[src/rtl/frame_config_sequencer.sv]
// Word-stream configuration sequencer: finds the sync word, decodes frame headers
// and drives FrameData plus a registered one-hot FrameStrobe into the tile columns.
//
// state    | meaning
// ---------+-------------------------------------------------------------
// S_IDLE   | hunting for SYNC_WORD, all other words discarded
// S_HEADER | next word is a frame header (col / first / count)
// S_DATA   | next word is frame data for (col, frame_idx)
// S_STROBE | single-cycle strobe of the frame latched in S_DATA
module frame_config_sequencer #(
    parameter int                DATA_W         = 32,
    parameter int                NUM_COLS       = 16,
    parameter int                FRAMES_PER_COL = 20,
    parameter logic [DATA_W-1:0] SYNC_WORD      = 32'hFAB0_FAB1
) (
    input  logic                               CLK,
    input  logic                               resetn,
    input  logic [DATA_W-1:0]                  s_data,
    input  logic                               s_valid,
    output logic                               s_ready,
    output logic [DATA_W-1:0]                  FrameData,
    output logic [NUM_COLS*FRAMES_PER_COL-1:0] FrameStrobe,
    output logic                               busy,
    output logic                               cfg_error,
    output logic [15:0]                        frames_done
);

    localparam int NUM_STROBES = NUM_COLS * FRAMES_PER_COL;
    localparam int COL_W       = (NUM_COLS > 1) ? $clog2(NUM_COLS) : 1;
    localparam int FRM_W       = $clog2(FRAMES_PER_COL + 1);
    localparam int IDX_W       = (NUM_STROBES > 1) ? $clog2(NUM_STROBES) : 1;

    localparam logic [8:0]  COL_LIMIT = 9'(NUM_COLS);
    localparam logic [16:0] FRM_LIMIT = 17'(FRAMES_PER_COL);

    typedef enum logic [1:0] {
        S_IDLE   = 2'd0,
        S_HEADER = 2'd1,
        S_DATA   = 2'd2,
        S_STROBE = 2'd3
    } state_t;

    state_t state;
    state_t state_nxt;

    logic [COL_W-1:0]       col_q;
    logic [FRM_W-1:0]       frame_idx;
    logic [15:0]            remaining;
    logic [NUM_STROBES-1:0] strobe_q;

    logic                   xfer;
    logic                   sync_hit;
    logic [7:0]             hdr_col;
    logic [7:0]             hdr_first;
    logic [15:0]            hdr_count;
    logic [16:0]            hdr_end;
    logic                   hdr_end_of_stream;
    logic                   hdr_in_range;
    logic [IDX_W-1:0]       strobe_idx;
    logic [NUM_STROBES-1:0] strobe_onehot;

    assign xfer     = s_valid && s_ready;
    assign sync_hit = (s_data == SYNC_WORD);

    // Header fields; the range check is done in 17 bits so first+count cannot wrap.
    always_comb begin
        hdr_col           = s_data[31:24];
        hdr_first         = s_data[23:16];
        hdr_count         = s_data[15:0];
        hdr_end           = {9'd0, hdr_first} + {1'b0, hdr_count};
        hdr_end_of_stream = (hdr_count == 16'd0);
        hdr_in_range      = ({1'b0, hdr_col} < COL_LIMIT) && (hdr_end <= FRM_LIMIT);
    end

    always_comb begin
        strobe_idx    = IDX_W'(col_q) * IDX_W'(FRAMES_PER_COL) + IDX_W'(frame_idx);
        strobe_onehot = NUM_STROBES'(1) << strobe_idx;
    end

    // State register
    always_ff @(posedge CLK) begin
        if (!resetn) begin
            state <= S_IDLE;
        end else begin
            state <= state_nxt;
        end
    end

    // Next-state logic
    always_comb begin
        state_nxt = state;
        case (state)
            S_IDLE: begin
                if (xfer && sync_hit) begin
                    state_nxt = S_HEADER;
                end
            end
            S_HEADER: begin
                if (xfer) begin
                    if (!hdr_end_of_stream && hdr_in_range) begin
                        state_nxt = S_DATA;
                    end else begin
                        state_nxt = S_IDLE;
                    end
                end
            end
            S_DATA: begin
                if (xfer) begin
                    state_nxt = S_STROBE;
                end
            end
            S_STROBE: begin
                if (remaining == 16'd1) begin
                    state_nxt = S_HEADER;
                end else begin
                    state_nxt = S_DATA;
                end
            end
            default: state_nxt = S_IDLE;
        endcase
    end

    // Outputs; gating by resetn keeps a strobe from escaping while reset is applied.
    always_comb begin
        s_ready     = resetn && (state != S_STROBE);
        busy        = (state != S_IDLE);
        FrameStrobe = strobe_q & {NUM_STROBES{resetn}};
    end

    // Datapath registers
    always_ff @(posedge CLK) begin
        if (!resetn) begin
            col_q       <= '0;
            frame_idx   <= '0;
            remaining   <= '0;
            FrameData   <= '0;
            strobe_q    <= '0;
            cfg_error   <= 1'b0;
            frames_done <= '0;
        end else begin
            strobe_q <= '0;
            case (state)
                S_IDLE: begin
                    if (xfer && sync_hit) begin
                        cfg_error   <= 1'b0;
                        frames_done <= '0;
                    end
                end
                S_HEADER: begin
                    if (xfer && !hdr_end_of_stream) begin
                        if (hdr_in_range) begin
                            col_q     <= COL_W'(hdr_col);
                            frame_idx <= FRM_W'(hdr_first);
                            remaining <= hdr_count;
                        end else begin
                            cfg_error <= 1'b1;
                        end
                    end
                end
                S_DATA: begin
                    if (xfer) begin
                        FrameData <= s_data;
                        strobe_q  <= strobe_onehot;
                    end
                end
                S_STROBE: begin
                    if (frames_done != 16'hFFFF) begin
                        frames_done <= frames_done + 16'd1;
                    end
                    frame_idx <= frame_idx + FRM_W'(1);
                    remaining <= remaining - 16'd1;
                end
                default: ;
            endcase
        end
    end

endmodule
[config.mk]
export PLATFORM = sky130hd
export DESIGN_NAME = frame_config_sequencer
export DESIGN_NICKNAME = d
export VERILOG_FILES = /design/src/rtl/frame_config_sequencer.sv
export SDC_FILE = /design/constraint.sdc
export NUM_CORES = 1
export LEC_CHECK = 0
export BUFFER_PORTS_ARGS = -buffer_cell sky130_fd_sc_hd__buf_2
export CORE_UTILIZATION = 40
export DETAILED_ROUTE_END_ITERATION = 12
export GPL_TIMING_DRIVEN = 0
export SLEW_MARGIN = 20
export SYNTH_ARGS = -nofsm -noshare
export SYNTH_HDL_FRONTEND = slang
export SYNTH_SLANG_ARGS = --single-unit
[constraint.sdc]
create_clock -name CLK -period 3.4 [get_ports CLK]
set_clock_uncertainty 0.1 [all_clocks]
set_input_delay 0.51 -clock CLK [delete_from_list [all_inputs] [get_ports CLK]]
set_output_delay 0.51 -clock CLK [all_outputs]
set_load 0.05 [all_outputs]
==> results.cfg <==
[clock_tree]
ctsHoldBuffers = 0
cts_tree = yes
clock_tree.buffer_depth = 3
clk_transition_reported_paths_ns = 0.06
htreeDepth = 2
worstSkewPairLatency_ns = 0.54
cts.sinks = 396
numCtsBuffers = 42
root_buffer = clkbuf_16

[critical_path]
crit_path_max_fanout = 10
crit_chain = ha_1, ha_1, fa_1, nand2_2, nor2_1, xnor2_4, nor2_1, nand2_2, clkbuf_1, nor3_1
slowest_delay_ns = 0.57
reg2reg_depth = 10
critical_path_class = register to register
worstPathArrival_ns = 3.55
start_kind = register
worst_r2r_endpoint = strobe_q[40]$_SDFF_PP0_
timing.rr.start = col_q[3]$_SDFFE_PN0P_
cp_data_required_time_ns = 3.69
cp_slowest_cell = fa_1
r2r_slack_ns = 0.14
critPathCaptureType = register

[global_route]
grt_max_degree = 14
overflow = 0
met2_usage = 0.447
grt_first_pass_wirelength_mm = 75.0
use_met1 = 0.317
grt_pass1_vias = 12900
antenna_found_initial = 0
top_usage_layer = met2
track_usage = 0.257
grtUsageMet3 = 0.0463

[routing]
ant_nets = 0
first_pass_iters = 5
vias = 13300
wl_per_cell_um = 19.1
post-route-drc-count = 0
viasPerCell = 5.08
first_iter_violations = 725
drt-total-wl_mm = 49.9

[sta]
fmax_ghz = 0.307
rsz0062_at_grt = yes
finalMaxSlewViolations = 0
worst-slew-pin-transition_ns = 1.04
slew_headroom = 0.304
period_share = 0.959
setup_viol = 0
hold_viol = 0
fin_crit_ns = 3.26
whs_ns = 0.138

[yosys]
synth-seq-cells = 396
postSynthCellCount = 1667
ys_async_sr_fraction = 0
yosys_warnings = 0
synth_area_leaders = dfxtp_1 53%, and2_1 14%, nor3_1 6.8%
synth_nets = 1727
synth-edff-count = 0
yosysTopAreaCellShare = 0.533
netlist_area_mm2 = 0.0149
ys_types = 64
synth_top_cell_by_area = dfxtp_1
ys_seq_area_frac = 0.533
avgSynthCellArea_um2 = 8.93
synthFlopType = dfxtp_1

[pwr]
leakagePower_uw = 0.00846
p_per_area_mw_per_mm2 = 497
ir_drop_mv = 0.317

[die]
fp-row-count = 70
die_h_um = 195
io-pin-count = 406
dieArea_mm2 = 0.0380
initial_core_util = 0.406
core_mm2 = 0.0366
die_w_um = 195

[layout]
final_nets = 2174
area_growth_pct = 28.9
insertedDiodeCount = 0
nFillCells = 3488
finalNonFillerCells = 2613
fin_util = 0.524
drive_gt1_frac = 0.256

[outcome]
status = complete, no violations

[flow_run]
cap_violations = 0

[min_path]
hold_path_class = input pin to register
hp-start = s_data[30]
hold_end = FrameData[30]$_SDFFE_PN0P_
hold_depth = 3

[placed_design]
port_buffers = 402
hpwl_mm = 36.7
placed_cells = 2537
routabilityCongestion = 0.886
==> report_power, final <==
| group | leakage (µW) | total (µW) | switching [µW] | internal (µW) |
|---|---|---|---|---|
| Sequential | 0.00319 | 4640 | 0.00000000548 | 4640 |
| Clock | 0.000698 | 4640 | 1850 | 2790 |
| Combinational | 0.00457 | 250 | 179 | 71.0 |
==> layout make-up <==
class,instances,area (µm²),share of cell area
flip-flops and latches,396,7930,0.414
multi-input cells,1124,6630,0.346
clock buffers,64,1300,0.0676
well taps,468,586,0.0305
inverters,13,48.8,0.00254
repair buffers,404,2030,0.106
clock inverters,11,115,0.00600
plain buffers,133,544,0.0284
==> flip-flops by register name, summed over array words and instances, names as in the netlist <==
| register | count |
|---|---|
| FrameData | 32 |
| remaining | 16 |
| frames_done | 16 |
| state | 2 |
| strobe_q | 320 |
| col_q | 4 |
| cfg_error | 1 |
| frame_idx | 5 |
==> Yosys cell counts (2+ instances only) <==
cell type,instances
or4_1,3
or3_1,4
buf_6,2
nor4_1,8
a31oi_1,11
nand2_1,114
and2_1,328
a211oi_1,2
xor2_1,15
a311oi_1,3
inv_1,13
nor3_1,202
nand4b_1,4
a2111oi_0,2
fa_1,3
buf_2,2
nand3b_1,4
ha_1,22
clkbuf_1,126
nor2b_1,5
a32oi_1,3
mux2i_1,13
buf_1,5
nand2b_1,2
a21oi_1,60
a21o_1,4
dfxtp_1,396
o21ai_0,21
o31a_1,5
a21boi_0,3
or2_2,6
nor2_1,175
o22ai_1,2
nand4_1,11
or3b_2,2
and3_1,8
and4_1,2
xnor2_1,10
o31ai_1,3
nand3_1,39
==> critical path: cells and delay by family (launching register included) <==
kind | cells | cell delay, ns
buf+inv | 1 | 0.42
xor+xnor | 1 | 0.23
fa+ha+maj | 3 | 1.05
flops | 1 | 0.42
simple gates | 5 | 0.88
==> placed cells by master, fill, tap and decap left out, types with 4 or more instances in the layout <==
master       n
nand3_2     10
o31a_1       5
inv_1       13
or2_2        6
nor3_2       5
o21ai_0     21
nand3_1     28
clkbuf_2    18
clkbuf_16   45
and3_1       7
nand4_1     11
and2_1     328
nor3_1     196
a21o_1       4
nand4b_1     4
clkbuf_1   113
dfxtp_1    394
nor2_1     175
nor4_1       8
mux2i_1     13
clkinv_2     6
ha_1        22
a31oi_1     11
a21oi_1     57
nand2_1    112
nor2b_1      5
clkbuf_8    10
xnor2_1      6
nand3b_1     4
buf_2      408
xor2_1      14
==> timing repair <==
| action | in CTS | in global routing |
|---|---|---|
| pin swaps | 0 | 4 |
| cloned | 0 | 1 |
| endpoints found under the hold margin | 0 | 0 |
| setup buffers | 0 | 2 |
| gates resized for setup | 23 | 64 |
| setup endpoints to repair | 256 | 345 |
==> metrics by stage <==
step                area (µm²)  power [µW]  worst slack [ns]  TNS [ns]
floorplan                14900        4880             0.281         0
global placement         17500        4980            -0.493    -32.90
detailed placement       17500        4990            -0.453    -47.00
CTS                      19000        9580           -0.0270   -0.0733
global route             19200        9810           -0.0250   -0.0250
finish                   19200        9530             0.141         0
==> routing by layer <==
layer | routed length [µm] | vias up | share of wire
li1 | - | 6404 | -
met1 | 20700 | 6277 | 0.42
met2 | 24200 | 495 | 0.49
met3 | 3360 | 94 | 0.067
met4 | 1580 | 0 | 0.032
met5 | 0 | - | 0
==> logic make-up after synthesis <==
kind of cell | share of synthesized area
compound gates | 0.0563
buf+inv | 0.0385
xor+xnor | 0.0147
flops | 0.533
fa+ha+maj | 0.0225
simple gates | 0.326
mux | 0.00875
==> worst max path at each step <==
stage                           from                   endpoint  slack [ns]
6_report       col_q[3]$_SDFFE_PN0P_    strobe_q[40]$_SDFF_PP0_        0.14
4_1_cts        col_q[3]$_SDFFE_PN0P_    strobe_q[65]$_SDFF_PP0_       -0.03
3_3_place_gp               s_data[5]  frame_idx[4]$_SDFFE_PN0P_       -0.49
3_5_place_dp               s_data[3]  frame_idx[4]$_SDFFE_PN0P_       -0.45
2_1_floorplan              s_data[6]  frame_idx[4]$_SDFFE_PN0P_        0.28
5_1_grt                    s_data[1]  frame_idx[4]$_SDFFE_PN0P_       -0.02
Note: power is estimated with default switching activity, not from simulation.
